**config.mk**
```make
export PLATFORM = sky130hd
export DESIGN_NAME = instr_encoder_flat
export DESIGN_NICKNAME = d
export VERILOG_FILES = /design/src/rtl/instr_encoder_if.sv /design/src/rtl/instr_encoder.sv /design/src/flat_wrapper.sv
export SDC_FILE = /design/constraint.sdc
export NUM_CORES = 1
export LEC_CHECK = 0
export ABC_CLOCK_PERIOD_IN_PS = 3900
export CORE_ASPECT_RATIO = 0.8
export CORE_MARGIN = 2
export CORE_UTILIZATION = 50
export CTS_CLUSTER_DIAMETER = 50
export CTS_CLUSTER_SIZE = 25
export DETAILED_ROUTE_END_ITERATION = 8
export HOLD_SLACK_MARGIN = 0.03
export PLACE_DENSITY = 0.72
export RECOVER_POWER = 100
export SLEW_MARGIN = 20
export SYNTH_ARGS = -nofsm -noshare
export SYNTH_HDL_FRONTEND = slang
export SYNTH_SLANG_ARGS = --single-unit
```
**constraint.sdc**
```tcl
create_clock -name clk -period 3.9 [get_ports clk]
set_clock_uncertainty 0.15 [all_clocks]
set_input_delay 0.975 -clock clk [delete_from_list [all_inputs] [get_ports clk]]
set_output_delay 0.975 -clock clk [all_outputs]
set_load 0.02 [all_outputs]
```
**src/rtl/instr_encoder_if.sv**
```systemverilog
// rtl/instr_encoder_if.sv - request/response bundle for the RV32I instruction encoder
//
// Purpose: groups the encoder's request handshake (decoded fields in) and its
// response handshake (encoded word out) so producer and consumer share one port.
// Ports (signals):
//   in_valid/in_ready        request handshake
//   in_fmt/in_opcode/in_rd/in_rs1/in_rs2/in_funct3/in_funct7/in_imm  decoded fields
//   out_valid/out_ready      response handshake
//   out_instr/out_err        FIFO head word and its reject flag
// Modports: master drives requests and consumes words; slave is the encoder.
interface instr_encoder_if #(
  parameter int XLEN = 32
);
  logic            in_valid;
  logic            in_ready;
  logic [2:0]      in_fmt;
  logic [6:0]      in_opcode;
  logic [4:0]      in_rd;
  logic [4:0]      in_rs1;
  logic [4:0]      in_rs2;
  logic [2:0]      in_funct3;
  logic [6:0]      in_funct7;
  logic [XLEN-1:0] in_imm;
  logic            out_valid;
  logic            out_ready;
  logic [31:0]     out_instr;
  logic            out_err;

  modport master (
    output in_valid, in_fmt, in_opcode, in_rd, in_rs1, in_rs2, in_funct3, in_funct7, in_imm,
    output out_ready,
    input  in_ready, out_valid, out_instr, out_err
  );

  modport slave (
    input  in_valid, in_fmt, in_opcode, in_rd, in_rs1, in_rs2, in_funct3, in_funct7, in_imm,
    input  out_ready,
    output in_ready, out_valid, out_instr, out_err
  );
endinterface

```
**src/rtl/instr_encoder.sv**
```systemverilog
// rtl/instr_encoder.sv - packs decoded fields into RV32I words through a small output FIFO
//
// Purpose: encodes R/I/S/B/U/J requests into 32-bit instructions, replacing any
// request with an out-of-range or misaligned immediate (or illegal format) by a
// NOP flagged with out_err, and queues the results for a downstream consumer.
// Ports:
//   clk        rising-edge clock
//   rst_n      asynchronous active-low reset
//   bus        instr_encoder_if.slave: request fields in, encoded word out
//   enc_count  saturating count of words queued without error
//   err_count  saturating count of words queued with error
module instr_encoder #(
  parameter int XLEN       = 32,
  parameter int FIFO_DEPTH = 4,
  parameter int CNT_W      = 16
) (
  input  logic             clk,
  input  logic             rst_n,
  instr_encoder_if.slave   bus,
  output logic [CNT_W-1:0] enc_count,
  output logic [CNT_W-1:0] err_count
);

  localparam int AW = $clog2(FIFO_DEPTH);
  localparam logic [AW:0] DEPTH_C = (AW+1)'(FIFO_DEPTH);
  localparam logic [31:0] NOP = 32'h0000_0013;

  localparam logic signed [XLEN-1:0] I_MIN = XLEN'(-64'sd2048);
  localparam logic signed [XLEN-1:0] I_MAX = XLEN'(64'sd2047);
  localparam logic signed [XLEN-1:0] B_MIN = XLEN'(-64'sd4096);
  localparam logic signed [XLEN-1:0] B_MAX = XLEN'(64'sd4094);
  localparam logic signed [XLEN-1:0] J_MIN = XLEN'(-64'sd1048576);
  localparam logic signed [XLEN-1:0] J_MAX = XLEN'(64'sd1048574);
  // Only meaningful when XLEN > 32; at XLEN = 32 every value is inside.
  localparam logic signed [XLEN-1:0] U_MIN = XLEN'(-64'sd2147483648);
  localparam logic signed [XLEN-1:0] U_MAX = XLEN'(64'sd2147483647);

  typedef struct packed {
    logic        err;
    logic [31:0] instr;
  } entry_t;

  entry_t          mem_q [FIFO_DEPTH];
  entry_t          mem_d [FIFO_DEPTH];
  logic [AW-1:0]   wr_ptr_q, wr_ptr_d;
  logic [AW-1:0]   rd_ptr_q, rd_ptr_d;
  logic [AW:0]     cnt_q, cnt_d;
  entry_t          hold_q, hold_d;
  logic [CNT_W-1:0] enc_cnt_q, enc_cnt_d;
  logic [CNT_W-1:0] err_cnt_q, err_cnt_d;

  logic                   full, empty, push, pop;
  logic signed [XLEN-1:0] imm_s;
  logic [XLEN-1:0]        imm;
  logic [31:0]            enc_word;
  logic                   enc_err;
  entry_t                 head;

  assign imm   = bus.in_imm;
  assign imm_s = $signed(bus.in_imm);

  // Combinational encoder: the word is formed from the live inputs and only
  // captured into the FIFO on an accepted push.
  always_comb begin
    enc_word = NOP;
    enc_err  = 1'b0;
    case (bus.in_fmt)
      3'd0: enc_word = {bus.in_funct7, bus.in_rs2, bus.in_rs1, bus.in_funct3, bus.in_rd, bus.in_opcode};
      3'd1: begin
        enc_err  = (imm_s < I_MIN) || (imm_s > I_MAX);
        enc_word = {imm[11:0], bus.in_rs1, bus.in_funct3, bus.in_rd, bus.in_opcode};
      end
      3'd2: begin
        enc_err  = (imm_s < I_MIN) || (imm_s > I_MAX);
        enc_word = {imm[11:5], bus.in_rs2, bus.in_rs1, bus.in_funct3, imm[4:0], bus.in_opcode};
      end
      3'd3: begin
        enc_err  = (imm_s < B_MIN) || (imm_s > B_MAX) || imm[0];
        enc_word = {imm[12], imm[10:5], bus.in_rs2, bus.in_rs1, bus.in_funct3,
                    imm[4:1], imm[11], bus.in_opcode};
      end
      3'd4: begin
        enc_err  = (imm[11:0] != 12'd0) || ((XLEN > 32) && ((imm_s < U_MIN) || (imm_s > U_MAX)));
        enc_word = {imm[31:12], bus.in_rd, bus.in_opcode};
      end
      3'd5: begin
        enc_err  = (imm_s < J_MIN) || (imm_s > J_MAX) || imm[0];
        enc_word = {imm[20], imm[10:1], imm[11], imm[19:12], bus.in_rd, bus.in_opcode};
      end
      default: enc_err = 1'b1;
    endcase
    if (enc_err) begin
      enc_word = NOP;
    end
  end

  assign full  = (cnt_q == DEPTH_C);
  assign empty = (cnt_q == '0);
  // Push is gated only by full: a pop in the same cycle does not free a slot early.
  assign push  = bus.in_valid && !full;
  assign pop   = bus.out_ready && !empty;

  always_comb begin
    mem_d     = mem_q;
    wr_ptr_d  = wr_ptr_q;
    rd_ptr_d  = rd_ptr_q;
    cnt_d     = cnt_q;
    hold_d    = hold_q;
    enc_cnt_d = enc_cnt_q;
    err_cnt_d = err_cnt_q;

    if (push) begin
      mem_d[wr_ptr_q] = '{err: enc_err, instr: enc_word};
      wr_ptr_d        = wr_ptr_q + AW'(1);
      if (enc_err) begin
        if (err_cnt_q != '1) err_cnt_d = err_cnt_q + CNT_W'(1);
      end else begin
        if (enc_cnt_q != '1) enc_cnt_d = enc_cnt_q + CNT_W'(1);
      end
    end

    if (pop) begin
      rd_ptr_d = rd_ptr_q + AW'(1);
      // Remember what left so the outputs keep showing it once the FIFO drains.
      hold_d   = mem_q[rd_ptr_q];
    end

    case ({push, pop})
      2'b10:   cnt_d = cnt_q + (AW+1)'(1);
      2'b01:   cnt_d = cnt_q - (AW+1)'(1);
      default: cnt_d = cnt_q;
    endcase
  end

  always_ff @(posedge clk or negedge rst_n) begin
    if (!rst_n) begin
      for (int i = 0; i < FIFO_DEPTH; i++) begin
        mem_q[i] <= '0;
      end
      wr_ptr_q  <= '0;
      rd_ptr_q  <= '0;
      cnt_q     <= '0;
      hold_q    <= '0;
      enc_cnt_q <= '0;
      err_cnt_q <= '0;
    end else begin
      mem_q     <= mem_d;
      wr_ptr_q  <= wr_ptr_d;
      rd_ptr_q  <= rd_ptr_d;
      cnt_q     <= cnt_d;
      hold_q    <= hold_d;
      enc_cnt_q <= enc_cnt_d;
      err_cnt_q <= err_cnt_d;
    end
  end

  assign head          = empty ? hold_q : mem_q[rd_ptr_q];
  assign bus.in_ready  = !full;
  assign bus.out_valid = !empty;
  assign bus.out_instr = head.instr;
  assign bus.out_err   = head.err;
  assign enc_count     = enc_cnt_q;
  assign err_count     = err_cnt_q;

endmodule

```
**src/flat_wrapper.sv**
```systemverilog
// flat-port wrapper written by rule: the top's interface ports become plain ports
module instr_encoder_flat 
#(
  parameter int XLEN       = 32,
  parameter int FIFO_DEPTH = 4,
  parameter int CNT_W      = 16
)
  (clk, rst_n, enc_count, err_count, bus_in_valid, bus_in_fmt, bus_in_opcode, bus_in_rd, bus_in_rs1, bus_in_rs2, bus_in_funct3, bus_in_funct7, bus_in_imm, bus_out_ready, bus_in_ready, bus_out_valid, bus_out_instr, bus_out_err);
  instr_encoder_if #(.XLEN(XLEN)) bus_i ();
  input  logic clk;
  input  logic rst_n;
  output logic [CNT_W-1:0] enc_count;
  output logic [CNT_W-1:0] err_count;
  input wire logic [$bits(bus_i.in_valid)-1:0] bus_in_valid;
  input wire logic [$bits(bus_i.in_fmt)-1:0] bus_in_fmt;
  input wire logic [$bits(bus_i.in_opcode)-1:0] bus_in_opcode;
  input wire logic [$bits(bus_i.in_rd)-1:0] bus_in_rd;
  input wire logic [$bits(bus_i.in_rs1)-1:0] bus_in_rs1;
  input wire logic [$bits(bus_i.in_rs2)-1:0] bus_in_rs2;
  input wire logic [$bits(bus_i.in_funct3)-1:0] bus_in_funct3;
  input wire logic [$bits(bus_i.in_funct7)-1:0] bus_in_funct7;
  input wire logic [$bits(bus_i.in_imm)-1:0] bus_in_imm;
  input wire logic [$bits(bus_i.out_ready)-1:0] bus_out_ready;
  output wire logic [$bits(bus_i.in_ready)-1:0] bus_in_ready;
  output wire logic [$bits(bus_i.out_valid)-1:0] bus_out_valid;
  output wire logic [$bits(bus_i.out_instr)-1:0] bus_out_instr;
  output wire logic [$bits(bus_i.out_err)-1:0] bus_out_err;
  assign bus_i.in_valid = bus_in_valid;
  assign bus_i.in_fmt = bus_in_fmt;
  assign bus_i.in_opcode = bus_in_opcode;
  assign bus_i.in_rd = bus_in_rd;
  assign bus_i.in_rs1 = bus_in_rs1;
  assign bus_i.in_rs2 = bus_in_rs2;
  assign bus_i.in_funct3 = bus_in_funct3;
  assign bus_i.in_funct7 = bus_in_funct7;
  assign bus_i.in_imm = bus_in_imm;
  assign bus_i.out_ready = bus_out_ready;
  assign bus_in_ready = bus_i.in_ready;
  assign bus_out_valid = bus_i.out_valid;
  assign bus_out_instr = bus_i.out_instr;
  assign bus_out_err = bus_i.out_err;
  instr_encoder #(.XLEN(XLEN), .FIFO_DEPTH(FIFO_DEPTH), .CNT_W(CNT_W)) u_core (.clk(clk), .rst_n(rst_n), .bus(bus_i), .enc_count(enc_count), .err_count(err_count));
endmodule
```
==> results of run 1 <==
## worst register-to-register path, cell delays in order (launching register included)
cell      delay, ps
dfrtp_1         410
or3_2           470
buf_4           310
and2_0          310
clkbuf_2        650
mux2_2          520
## layer usage
layer,GRT usage,part of all wire
met5,0,0
met4,0.0478,0.014
met3,0.0435,0.069
met2,0.380,0.45
met1,0.365,0.47
## placed cells by master (no fill, tap or decap), types with 10 or more instances in the layout
cell type	n
dfrtp_1	203
nand2_1	155
o21ai_0	113
clkdlybuf4s50_1	100
mux2_2	98
dlygate4sd3_1	36
mux4_2	33
buf_4	29
xnor2_1	27
nand3_1	23
clkbuf_16	21
nand4_1	18
nor2_1	16
and3_1	13
inv_1	12
o31ai_1	12
a21oi_1	11
xor2_1	10
a22oi_1	10
## sequential cells by signal (all words and copies together), names as in the netlist
signal and flops:
u_core.wr_ptr_q 2, u_core.cnt_q 3, u_core.rd_ptr_q 2, u_core.hold_q 33
u_core.enc_count 16, u_core.err_count 16, u_core.mem_q 132
## worst min path at each step
stage | start | endpoint
2_1_floorplan | u_core.mem_q[47]$_DFFE_PN0P_ | u_core.mem_q[47]$_DFFE_PN0P_
3_3_place_gp | u_core.mem_q[108]$_DFFE_PN0P_ | u_core.mem_q[108]$_DFFE_PN0P_
3_5_place_dp | u_core.mem_q[46]$_DFFE_PN0P_ | u_core.mem_q[46]$_DFFE_PN0P_
4_1_cts | u_core.mem_q[46]$_DFFE_PN0P_ | u_core.mem_q[46]$_DFFE_PN0P_
5_1_grt | u_core.mem_q[52]$_DFFE_PN0P_ | u_core.mem_q[52]$_DFFE_PN0P_
6_report | u_core.mem_q[11]$_DFFE_PN0P_ | u_core.mem_q[11]$_DFFE_PN0P_
## logic make-up after synthesis
family / count (synthesis) / synth area share
simple gates: 271 / 0.126
flops: 204 / 0.519
compound gates: 158 / 0.0901
mux: 134 / 0.191
buf+inv: 69 / 0.0303
xor+xnor: 37 / 0.0329
fa+ha+maj: 8 / 0.0109
## power by group
| group | switching (mW) | leakage [nW] | internal, mW |
|---|---|---|---|
| logic | 1.92 | 2.42 | 1.95 |
| clock network | 0.967 | 0.343 | 1.06 |
| registers | 0.489 | 2.70 | 2.97 |
## through the flow
step	power [mW]	cell area (µm²)	utilization	hold slack, ps
after detailed placement	7.43	11600	0.608	316
after floorplan	5.95	9840	-	293
after CTS	9.49	12300	0.645	333
after global routing	9.97	12300	0.641	352
after global placement	7.31	11600	0.608	306
final	9.36	12300	0.642	327
## final cells by class
class | count | area [µm²] | share of cell area
diodes | 1 | 2.50 | 0.000204
clock buffers | 21 | 526 | 0.0428
clock inverters | 15 | 176 | 0.0144
inverters | 12 | 45.0 | 0.00367
multi-input cells | 608 | 4440 | 0.361
flip-flops and latches | 204 | 5110 | 0.416
well taps | 258 | 323 | 0.0263
repair buffers | 176 | 1660 | 0.135
==> flow_metrics.tcl, run 1 <==
set metrics [dict create \
    yosysWarnings 0 \
    cts_hold_buf 0 \
    yosys.area.top_type "dfrtp_1" \
    rows 45 \
    drive_gt1_frac 0.203 \
    r2r-end "u_core.hold_q[8]$_DFFE_PN0P_" \
    rsz0062_at_grt "false" \
    netlist_area_um2 9840 \
    synth_area_per_cell_um2 11.2 \
    path_delay_family "buffers and inverters" \
    synth-edff-count 0 \
    status "complete, but fails checks" \
    worst_slack_ps 112 \
    ys_types 46 \
    fin_tns_setup_ps 0 \
    root_buffer "clkbuf_16" \
    finalWirelength_um 24300 \
    cp_data_arrival_time_ps 2660 \
    slowest_stage "clkdlybuf4s50_1" \
    final.period_utilization 0.971 \
    drt_pass1_iterations 5 \
    path_cells "or3_2, buf_4, mux2_2, clkdlybuf4s50_1" \
    ys_ff_latch 204 \
    dp.cells 1258 \
    numCtsBuffers 20 \
    hold_viol_final 0 \
    cts_num_sinks 204 \
    cp.depth 4 \
    nNetsFinal 1101 \
    cp.buffers_inverters 2 \
    async_reset_ff_frac 1.00 \
    synth_common_cells "dfrtp_1 (204), nand2_1 (159), o21ai_0 (102)" \
    max_freq_mhz 264 \
    die_w_um 161 \
    holdPathStages 2 \
    fill_cells 1521 \
    path_max_fanout 35 \
    pin_count 138 \
    endpoint "bus_out_instr[22]" \
    grt_usage 0.244 \
    area_delta_synth_final_pct 24.8 \
    worstHoldPathType "reg -> reg" \
    synth_area_leaders "dfrtp_1 (52%), mux2_2 (11%), mux4_2 (7.6%)" \
    ff2ff_setup_slack_ps 970 \
    slew_headroom -0.547 \
    ir_drop_mv 0.445 \
    crit-reg2reg-launch "u_core.cnt_q[2]$_DFFE_PN0P_" \
    cts_htree_levels 1 \
    cp-end-kind "output pin" \
    via_per_inst 5.64 \
    fin_cells 1295 \
    ant_nets 0 \
    grt_start_max_net_pins 97 \
    cts.clk_slew.worst_paths_ps 80 \
    power.density_nw_per_um2 762 \
    synth_top_area_frac 0.519 \
    wl_per_cell_um 18.7 \
    place_ws_ps -54.0 \
    startpoint_type "flip-flop" \
    antenna_found_initial 1 \
    post_cts_resize_count 0 \
    drt-initial-drc-count 529 \
    overflow 0 \
    cts_setup_buffers 0 \
    start_util 0.514 \
    grt_pass1_vias 7539 \
    drv_cap 1 \
    die_area_um2 20800 \
    die_h_um 129 \
    finalCriticalPeriod_ps 3790 \
    cp_slowest_stage_delay_ps 610 \
    violations "max-capacitance violations, max-slew violations" \
    globalplace.congestion 0.908 \
    startpoint "u_core.cnt_q[2]$_DFFE_PN0P_" \
    leakage_nw 5.46 \
    critPathKind "reg -> out" \
    yosysMostFrequentCell "dfrtp_1" \
    synthesis.nets 960 \
    grt_first_pass_wirelength_um 40200 \
    core_area_um2 19100 \
    insertion_delay_ps 510 \
    drc 0 \
    portBuffers 137 \
    dp_hpwl_um 16800 \
    crit_required_ps 2770 \
    synthFlopType "dfrtp_1" \
    synthCells 881 \
    max_slew.worst_pin.slew_ps 2320 \
    setup_violations 0 \
    cts_buffer_depth 3 \
    maxSlewViolCount 97 \
    vias 7305 \
    r2r_cells 5 \
    ys_seq_area_frac 0.519 \
    cts_tree "built" \
]
(Power assumes the default switching activity.)
==> run 2: changes to the inputs <==
--- a/config.mk
+++ b/config.mk
@@ -8,12 +8,12 @@
 export ABC_CLOCK_PERIOD_IN_PS = 3900
 export CORE_ASPECT_RATIO = 0.8
 export CORE_MARGIN = 2
-export CORE_UTILIZATION = 50
+export CORE_UTILIZATION = 35
 export CTS_CLUSTER_DIAMETER = 50
 export CTS_CLUSTER_SIZE = 25
 export DETAILED_ROUTE_END_ITERATION = 8
 export HOLD_SLACK_MARGIN = 0.03
-export PLACE_DENSITY = 0.72
+export PLACE_DENSITY = 0.53
 export RECOVER_POWER = 100
 export SLEW_MARGIN = 20
 export SYNTH_ARGS = -nofsm -noshare
==> flow_metrics.tcl, run 2 (synthesis results as in run 1) <==
set metrics [dict create \
    cts_htree_levels 1 \
    cts.clk_slew.worst_paths_ps 60 \
    pin_count 138 \
    slew_headroom -0.611 \
    drive_gt1_frac 0.206 \
    path_cells "or3_2, buf_4, mux2_2, clkdlybuf4s50_1" \
    finalWirelength_um 26200 \
    leakage_nw 5.53 \
    cp.buffers_inverters 2 \
    status "complete, but fails checks" \
    rsz0062_at_grt "false" \
    grt_pass1_vias 7437 \
    largest_reg_flops 132 \
    vias 7209 \
    crit_required_ps 2770 \
    grt_first_pass_wirelength_um 42900 \
    root_buffer "clkbuf_16" \
    holdWs_ps 326 \
    met3_usage 0.0347 \
    top_register "u_core.mem_q" \
    die_w_um 191 \
    gr-usage-met1 0.286 \
    layout_commonest_cell "dfrtp_1" \
    drt-initial-drc-count 379 \
    area.sequential_um2 5110 \
    numCtsBuffers 24 \
    overflow 0 \
    cp_data_arrival_time_ps 2660 \
    drc 0 \
    grt_usage 0.184 \
    startpoint_type "flip-flop" \
    setup_violations 0 \
    die_area_um2 29500 \
    area_delta_synth_final_pct 27.8 \
    nNetsFinal 1105 \
    cts_hold_buf 0 \
    violations "max-capacitance violations, max-slew violations" \
    cts_num_sinks 204 \
    cp-end-kind "output pin" \
    slowest_stage "clkdlybuf4s50_1" \
    insertion_delay_ps 520 \
    cts_tree "built" \
    final_cell_mix "dfrtp_1 (203), nand2_1 (155), o21ai_0 (114)" \
    hold_viol_final 0 \
    antenna_found_initial 0 \
    busiest_layer "met1" \
    path_max_fanout 35 \
    critPathKind "reg -> out" \
    die_h_um 154 \
    use_met2 0.267 \
    top_regs "u_core.mem_q x132, u_core.hold_q x33" \
    start_util 0.359 \
    cp_slowest_stage_delay_ps 620 \
    final.period_utilization 0.970 \
    num_antenna_cells 0 \
    maxSlewViolCount 92 \
    path_delay_family "buffers and inverters" \
    max_slew.worst_pin.slew_ps 2420 \
    cts_buffer_depth 3 \
    max_freq_mhz 264 \
    multi_input_area_um2 4430 \
    wl_per_cell_um 18.6 \
    via_per_inst 5.12 \
    fill_cells 2604 \
    globalplace.congestion 0.781 \
    drt_pass1_iterations 4 \
    ff2ff_setup_slack_ps 840 \
    worstHoldPathType "reg -> reg" \
    core_area_um2 27400 \
    finalCriticalPeriod_ps 3780 \
    fin_tns_setup_ps 0 \
    ant_nets 0 \
    drv_cap 1 \
    grt_start_max_net_pins 94 \
    portBuffers 137 \
    dp_hpwl_um 17800 \
    power.density_nw_per_um2 771 \
    rows 54 \
    ir_drop_mv 0.399 \
]
[run 2: cell types whose count changed in the layout (fill, tap and decap cells not counted), moves of 3 or more]
cell / before / now
clkinvlp_4: 0 / 3
clkbuf_1: 5 / 8
clkbuf_16: 21 / 25
buf_4: 29 / 23
buf_12: 2 / 7
[run 2: timing repair]
action	in CTS	in global routing
setup endpoints to repair	13	1
pin swaps	0	0
setup buffers	2	0
resized for setup	1	1
[run 2: final timing paths]
kind / start / endpoint / cells past startpoint
min in group asynchronous: rst_n / u_core.hold_q[12]$_DFFE_PN0P_ / 1
hold reg to reg: u_core.mem_q[79]$_DFFE_PN0P_ / u_core.mem_q[79]$_DFFE_PN0P_ / 2
setup / recovery: u_core.cnt_q[2]$_DFFE_PN0P_ / bus_out_instr[22] / 4
hold / removal: u_core.mem_q[79]$_DFFE_PN0P_ / u_core.mem_q[79]$_DFFE_PN0P_ / 2
setup reg to reg: u_core.cnt_q[2]$_DFFE_PN0P_ / u_core.hold_q[8]$_DFFE_PN0P_ / 5
max in group asynchronous: rst_n / u_core.mem_q[26]$_DFFE_PN0P_ / 2
[run 2: where the power goes]
| part | leakage, nW | switching, mW | total, mW | internal, mW |
|---|---|---|---|---|
| logic | 2.43 | 1.98 | 3.96 | 1.98 |
| clock network | 0.394 | 1.02 | 2.29 | 1.27 |
| registers | 2.70 | 0.480 | 3.46 | 2.98 |
[run 2: tightest hold or removal path: stages, from the launching register on]
cell and delay [ps]:
dfrtp_1 340, nand2_1 50, o21ai_0 60
[run 2: final cells by class]
class | count | share of cell area
Timing Repair Buffer | 176 | 0.136
Inverter | 12 | 0.00358
Clock buffer | 28 | 0.0522
Multi-Input combinational cell | 608 | 0.352
Sequential cell | 204 | 0.406
Tap cell | 364 | 0.0362
Clock inverter | 15 | 0.0137
[run 2: per-stage QoR]
stage                     setup slack (ps)  instances  instance area [µm²]  utilization  total power, mW
final                                  118       1407                12600        0.459             9.70
after global routing                  11.1       1407                12600        0.459             10.3
after CTS                             45.3       1407                12600        0.461             9.89
after detailed placement               150       1362                11800        0.430             7.54
after global placement                 144       1362                11800        0.430             7.48
after floorplan                        708        881                 9840            -             5.95
[run 2: layer usage]
layer,vias up,wire length [µm]
met5,-,0
met4,0,403
met3,33,1460
met2,213,11000
met1,3524,13300
li1,3439,-
